<file path="src/rtl/trace_sequencer.sv">
// Sequencing controller for the single-step x86 core: feeds trace steps to the core
// one at a time and checks each step's pre-state against the previous step's post-state.
module trace_sequencer #(
    parameter int          STEP_W     = 560,
    parameter logic [31:0] FLAGS_MASK = 32'h0000_08D5,
    parameter int          CNT_W      = 32
) (
    input  logic              clk,
    input  logic              rst_n,
    input  logic              start,
    input  logic              step_valid,
    output logic              step_ready,
    input  logic [STEP_W-1:0] step,
    input  logic              step_last,
    output logic [STEP_W-1:0] core_step,
    input  logic [319:0]      core_regs,
    output logic              busy,
    output logic              done,
    output logic              fail,
    output logic [CNT_W-1:0]  step_count,
    output logic [3:0]        fail_reg
);

    localparam int NREG = 10;

    typedef enum logic [2:0] {
        IDLE,
        ACCEPT,
        EXEC,
        DONE,
        FAIL
    } state_t;

    state_t       state;
    logic [319:0] exp_q;
    logic         have_exp;
    logic         last_q;

    logic [319:0] pre_state;
    logic         handshake;
    logic         mismatch;
    logic [3:0]   mismatch_idx;

    assign pre_state = step[463:144];
    assign handshake = step_valid & step_ready;

    // Scan from the top register down so the lowest mismatching index wins.
    always_comb begin
        mismatch     = 1'b0;
        mismatch_idx = 4'd0;
        for (int i = NREG - 1; i >= 0; i--) begin
            if (((pre_state[319-32*i -: 32] ^ exp_q[319-32*i -: 32]) &
                 ((i == NREG - 1) ? FLAGS_MASK : 32'hFFFF_FFFF)) != 32'd0) begin
                mismatch     = have_exp;
                mismatch_idx = 4'(i);
            end
        end
    end

    always_ff @(posedge clk or negedge rst_n) begin
        if (!rst_n) begin
            state      <= IDLE;
            step_ready <= 1'b0;
            busy       <= 1'b0;
            done       <= 1'b0;
            fail       <= 1'b0;
            step_count <= '0;
            fail_reg   <= 4'd0;
            core_step  <= '0;
            exp_q      <= '0;
            have_exp   <= 1'b0;
            last_q     <= 1'b0;
        end else begin
            case (state)
                IDLE, DONE, FAIL: begin
                    if (start) begin
                        state      <= ACCEPT;
                        step_ready <= 1'b1;
                        busy       <= 1'b1;
                        done       <= 1'b0;
                        fail       <= 1'b0;
                        step_count <= '0;
                        fail_reg   <= 4'd0;
                        have_exp   <= 1'b0;
                    end
                end

                // A failing step is consumed but never reaches the core.
                ACCEPT: begin
                    if (handshake) begin
                        step_ready <= 1'b0;
                        if (mismatch) begin
                            state    <= FAIL;
                            busy     <= 1'b0;
                            fail     <= 1'b1;
                            fail_reg <= mismatch_idx;
                        end else begin
                            state     <= EXEC;
                            core_step <= step;
                            last_q    <= step_last;
                        end
                    end
                end

                EXEC: begin
                    exp_q    <= core_regs;
                    have_exp <= 1'b1;
                    if (step_count != {CNT_W{1'b1}}) begin
                        step_count <= step_count + CNT_W'(1);
                    end
                    if (last_q) begin
                        state <= DONE;
                        busy  <= 1'b0;
                        done  <= 1'b1;
                    end else begin
                        state      <= ACCEPT;
                        step_ready <= 1'b1;
                    end
                end

                default: begin
                    state      <= IDLE;
                    step_ready <= 1'b0;
                    busy       <= 1'b0;
                end
            endcase
        end
    end

endmodule

</file>
<file path="config.mk">
export PLATFORM = sky130hd
export DESIGN_NAME = trace_sequencer
export DESIGN_NICKNAME = d
export VERILOG_FILES = /design/src/rtl/trace_sequencer.sv
export SDC_FILE = /design/constraint.sdc
export NUM_CORES = 1
export LEC_CHECK = 0
export ABC_AREA = 1
export CORE_AREA = 2 2 581 583
export CTS_CLUSTER_DIAMETER = 100
export CTS_CLUSTER_SIZE = 25
export DETAILED_ROUTE_END_ITERATION = 8
export DIE_AREA = 0 0 583 585
export PLACE_DENSITY = 0.38
export SYNTH_ARGS = -nofsm -noshare
export SYNTH_HDL_FRONTEND = slang
export SYNTH_SLANG_ARGS = --single-unit
</file>
<file path="constraint.sdc">
create_clock -name clk -period 2.8 [get_ports clk]
set_input_delay 0.56 -clock clk [delete_from_list [all_inputs] [get_ports clk]]
set_output_delay 0.56 -clock clk [all_outputs]
set_load 0.005 [all_outputs]
</file>
== After elaboration in Yosys (flattened, before gate mapping) ==
Index checks and enable logic that the tools add are counted.

* Bits in registers: 925
* Latch bits: 0
* RAM bits: 0
* Bits in read-only memories: 0
* Memories: 0

* Add/subtract/negate cells: 1
* Multiply operators: 0
* Divide/modulo/power cells: 0
* $lt $le $gt $ge: 0
* Equal/unequal tests: 11
* Shift-type cells: 0
* Multiplexer cells: 47
* Bitwise gates (word level): 12
* Reduce and logical (&&, ||, !) cells: 22

{| class="wikitable"
|+ Operators by type and width
! cell !! number
|-
| $reduce_bool 32->1 || 10
|-
| $xor 32x32->32 || 9
|-
| $mux 32 || 2
|-
| $pmux 32 s2 || 1
|-
| $mux 4 || 13
|-
| $add 32x1->32 const B || 1
|-
| $ne 32x32->1 const B || 1
|-
| $mux 1 || 20
|-
| $ne 2x2->1 const B || 6
|-
| $reduce_and 3->1 || 4
|-
| $xor 12x12->12 || 1
|-
| $mux 3 || 3
|-
| $pmux 3 s3 || 1
|-
| $pmux 4 s2 || 1
|-
| $reduce_and 4->1 || 2
|-
| $eq 3x2->1 const B || 2
|-
| $pmux 1 s2 || 3
|-
| $pmux 1 s3 || 2
|-
| $reduce_and 2->1 || 2
|-
| $reduce_bool 2->1 || 2
|-
| $eq 3x1->1 const B || 1
|-
| $eq 3x3->1 const B || 1
|-
| $logic_not 3->1 || 1
|-
| $reduce_or 3->1 || 1
|-
| other kinds (3) || 3
|}

== Depth between registers and ports, before layout ==
Gate-level depths: netlist (run 1).

* Depth in word-level cells: 15
* Depth in mapped cells: 18
* Mapped depth without buffers: 17

== Worst setup path after synthesis (run 1) ==
Ideal clock, no wire load.

* Kind: input to register
* Start point: input port step[440]
* End point: register core_step[168]
* Library setup time: 0.117 ns
* Data arrival time: 2.187 ns
* Required time: 2.683 ns
* Setup slack: 0.496 ns
* Cell stages on the path: 16
* Buffers on the path: 3
* Cell sequence: or2_0 a21oi_1 nand2_1 nor2_1 nand2_1 nor2_1 nand2_1 nor2_2 nand3_1 nand2_2 nand3_2 buf_6 buf_6 buf_2 nand2_1 nand2_1

* Word-level cells in the longest chain between the ends: 5

{| class="wikitable"
|+ Ends and longest elaborated chain
! what !! RTL line !! source
|-
| start, declared || 13 || <nowiki>input logic [STEP_W-1:0] step,</nowiki>
|-
| $xor 32x32->32 || 52 || <nowiki>if (((pre_state[319-32*i -: 32] ^ exp_q[319-32*i -: 32]) &</nowiki>
|-
| $reduce_bool 32->1 || 52 ||
|-
| $mux 1 || 52 ||
|-
| $not 1->1 (no line) || -- ||
|-
| $reduce_and 3->1 (no line) || -- ||
|-
| end signal, assigned || 99 || <nowiki>core_step <= step;</nowiki>
|-
| end, declared || 15 || <nowiki>output logic [STEP_W-1:0] core_step,</nowiki>
|}

No other way between the ends.
A chain may end at the register's enable or synchronous reset.

== Final worst setup path (run 1) ==
* Start point: input port step[344]
* End point: register core_step[286]

* Word-level cells in the longest chain between the ends: 8

{| class="wikitable"
|+ Ends and longest elaborated chain
! what !! RTL line
|-
| $xor 32x32->32 || 52
|-
| $reduce_bool 32->1 || 52
|-
| $mux 1 (4 in a row) || 52
|-
| $not 1->1 (no line) || --
|-
| $reduce_and 3->1 (no line) || --
|}

No other way between the ends.

==> results.md, run 1 <==
* Cells after synthesis at 5018
* R2r setup slk at -0.10 ns
* RSZ-0062 raised after global routing: true
* Int Power at 42.0 mW
* Worst setup margin at -0.108 ns
* Hold path startpoint: core_regs[155]
* Clk sinks at ~900
* Clock Power Share at 0.172
* Register clock-pin slew on the reported worst setup and hold paths at about 0.11 ns
* Initial Util at 0.122
* Post-DRT Antenna Nets at 0
* Die H at around 590 um
* Vias at roughly 43k
* CP required at approximately 3.5 ns
* Leakage at approximately 33 nW
* Slew Limit Fails at 0
* Critical-path cell list: clkdlybuf4s50_1 -> xor2_1 -> nor2_1 -> buf_4 -> nand2_2 -> nor2_2 -> nand2_1 -> nor2_2 -> buf_6 -> nand2_4 -> nor2_4 -> nand3_4 -> nand2_8 -> buf_12 -> buf_16 -> buf_12 -> buf_16 -> buf_6 -> nand4_1 -> nand2_1
* CP Capture Type: flop
* Leading area contributor after synthesis: dfrtp_1
* # fillers at between 30k and 40k
* Die width at 583 um
* Hold Vio Cnt, Final at 0
* Root Buffer: clkbuf_16
* Tightest Pin Transition at a little over 1 ns
* CTS tree: built
* Maximum fanout along the worst path at 8
* Hpwl dp at between 200 and 250 mm
* Max-cap violations at 0
* CP Capture Point: core_step[286]$_DFFE_PN0P_
* Routed WL at approximately 280 mm
* Multi-input combinational cell area at roughly 0.017 mm2
* DRC at 0
* Max Freq at 344 MHz
* Syn nets at around 5.9k
* First-pass GRT wire length at approximately 370 mm
* Worst skew pair latency at between 0.8 and 0.9 ns
* Vias in the first global route at 42.2k
* Setup crit start: step[344]
* GRT Total Usage at 0.157
* Crit path arrival time at roughly 3.7 ns
* Total congestion overflow at 0
* Clock buffer depth at 4
* # port buffers at roughly 1.5k
* Setup CP Type: in2reg
* Synth Warn # at 0
* Layout area overhead at 72.4%
* Util after Layout at 0.211
* Min Clock Period, post-route at 2.91 ns
* Tot Pwr at 71.9 mW
* Failing checks: negative setup slack
* Class of the worst hold path: in2reg
* Pre-antenna DRT Iters at 5
* IO Count at about 1.5k
* Yosys reg bits at roughly 900
* Row count at ~210
* Yosys top cell area share at 0.550
* Die ar. at between 0.3 and 0.4 mm2
* Sequential fraction of the synthesis area at 0.550
* Core area at roughly 0.34 mm2
* H-Tree Level Count at 3
* Inserted Clock Buffers at 76
* Layout cells sized above 1 at 0.132
* Largest net degree at the start of global routing at 129
* Power per Cell Area at about 1000 mW/mm2
* Post-Syn Area per Cell at 8.16 um2
* Comb power frac at 0.507
* Average wire per standard cell at approximately 25 um
* Placement Setup Slack at -1.71 ns
* Nets at 7648
* Relative slew slack at 0.317
* Crit-path max cell delay at ~0.63 ns
* Syn Std Cell Area at roughly 0.04 mm2
* Regs by FF count: core_step: 560 flops, exp_q: 294 flops, step_count: 32 flops
* Reg2reg end: core_step[286]$_DFFE_PN0P_
* Crit path max-delay cell type: clkdlybuf4s50_1
* Status: finished with violations
* Initial antenna violation count at around 180
* Worst R2R Path Depth at 18
* RD Place Congestion at just under 0.9
* Sw frac at 0.416
* Max reg flops at 560
* Largest Register: core_step
* Startpoint Class: input port
* Register Area at about 0.022 mm2
* Setup-failing EPs final at ~200
* Max VDD drop at between 0.5 and 0.6 mV
* Setup Skew at 0.0884 ns
* Final period util at 1.04
* Switch Pwr at ~30 mW
* Number of vias per cell at 3.82
* Synth top area cells: dfrtp_1, nand2_1, nand4_1, xor2_1, nor2_1
* DR iter-0 viols at around 2.9k
* Cell variety after synth at 36
* Share of power burned in registers at 0.321
* Crit Reg-Reg Startpoint: exp_q[113]$_DFFE_PN0P_
through the flow:
step / std cells / hold slack, ns / TNS (ns) / instance area [um2]
after CTS: 11200 / 0.134 / -50.19 / 68500
final: 11300 / 0.258 / -6.38 / 70600
after detailed placement: 10900 / 0.458 / -884.95 / 63300
after floorplan: 5018 / 0.264 / 0 / 40900
after global placement: 10900 / 0.453 / -913.31 / 63300
after global routing: 11300 / 0.169 / -101.15 / 70500
final cells by class:
cell class                 count  area share
timing repair buffer        1982       0.309
clock buffer                  80      0.0277
clock inverter                53      0.0105
multi-input combinational   3528       0.239
sequential                   899       0.319
antenna                       52     0.00184
inverter                     275      0.0148
tap                         4407      0.0781
worst max-delay path, delay by kind of cell:
family	cells	cell delay (ns)
xor+xnor	1	0.25
simple gates	11	1.18
buf+inv	8	1.58
per-layer routing:
| metal | vias up | global-route usage | share of wire |
|---|---|---|---|
| met2 | 1777 | 0.258 | 0.47 |
| met4 | 86 | 0.0432 | 0.027 |
| met5 | - | 0 | 0.0020 |
| met3 | 437 | 0.0568 | 0.091 |
| li1 | 19700 | - | - |
| met1 | 21100 | 0.192 | 0.41 |
Yosys cell counts (all sizes together):
cell type / count
a211oi: 1
a2bb2oi: 1
buf: 116
and3: 1
nor4: 4
nand3b: 1
nor2: 276
clkbuf: 200
xor2: 152
xnor2: 21
nand2: 2310
a31oi: 4
nor3b: 4
nand3: 19
a21oi: 16
nand4: 569
o211a: 1
o31ai: 2
or2: 3
dfrtp: 899
nor3: 22
clkinv: 1
o21ai: 116
ha: 1
o22ai: 3
inv: 274
o21bai: 1
placed cells by master (no fill, tap or decap), drive strengths merged, types with 4 or more instances in the layout:
master         count
buf              491
nor3              22
nand4            569
a31oi              4
a21oi             16
nand3             19
nor2             276
o21ai            116
xor2             152
nand2           2310
diode             52
inv              304
nor4               4
dfrtp            899
xnor2             21
nor3b              4
clkdlybuf4s50   1455
clkinv            21
clkbuf           114
how the worst min path moves through the flow:
stage | cells after the start | slack (ns) | to
6_report | 3 | 0.26 | exp_q[155]$_DFFE_PN0P_
3_3_place_gp | 2 | 0.45 | core_step[337]$_DFFE_PN0P_
3_5_place_dp | 2 | 0.46 | core_step[556]$_DFFE_PN0P_
2_1_floorplan | 0 | 0.26 | busy$_DFFE_PN0P_
5_1_grt | 3 | 0.17 | exp_q[152]$_DFFE_PN0P_
4_1_cts | 3 | 0.13 | exp_q[152]$_DFFE_PN0P_
power by group through the flow:
stage | Sequential, mW | Combinational (mW) | Clock (mW)
6_report | 23.1 | 36.4 | 12.3
5_1_grt | 23.8 | 39.6 | 13.3
4_1_cts | 22.9 | 34.5 | 12.9
3_5_place_dp | 23.0 | 31.0 | 0
3_3_place_gp | 22.9 | 30.8 | 0
2_1_floorplan | 22.3 | 12.6 | 0
what timing repair did:
| action | CTS | global route |
|---|---|---|
| pin swaps | 106 | 232 |
| endpoints found under the hold margin | 3 | 0 |
| setup buffers | 51 | 33 |
| hold buffers | 1 | 0 |
| gates cloned | 45 | 41 |
| setup endpoints to repair | 570 | 567 |
| gates resized for setup | 222 | 289 |
kinds of logic after synthesis:
kind of cell,synth area share
AO/OA/AOI/OAI,0.0184
adder cells (fa/ha/maj),0.000306
AND/OR/NAND/NOR,0.332
buffers and inverters,0.0630
flip-flops,0.550
XOR/XNOR,0.0370
(Power assumes the default switching activity.)
==> inputs of run 2 (changes only) <==
--- a/config.mk
+++ b/config.mk
@@ -6,11 +6,13 @@
 export NUM_CORES = 1
 export LEC_CHECK = 0
 export ABC_AREA = 1
+export ABC_CLOCK_PERIOD_IN_PS = 2800
 export CORE_AREA = 2 2 581 583
 export CTS_CLUSTER_DIAMETER = 100
 export CTS_CLUSTER_SIZE = 25
 export DETAILED_ROUTE_END_ITERATION = 8
 export DIE_AREA = 0 0 583 585
+export HOLD_SLACK_MARGIN = 0.02
 export PLACE_DENSITY = 0.38
 export SYNTH_ARGS = -nofsm -noshare
 export SYNTH_HDL_FRONTEND = slang
==> results of run 2 <==
Final layout, timing and power as in run 1 (identical DEF).
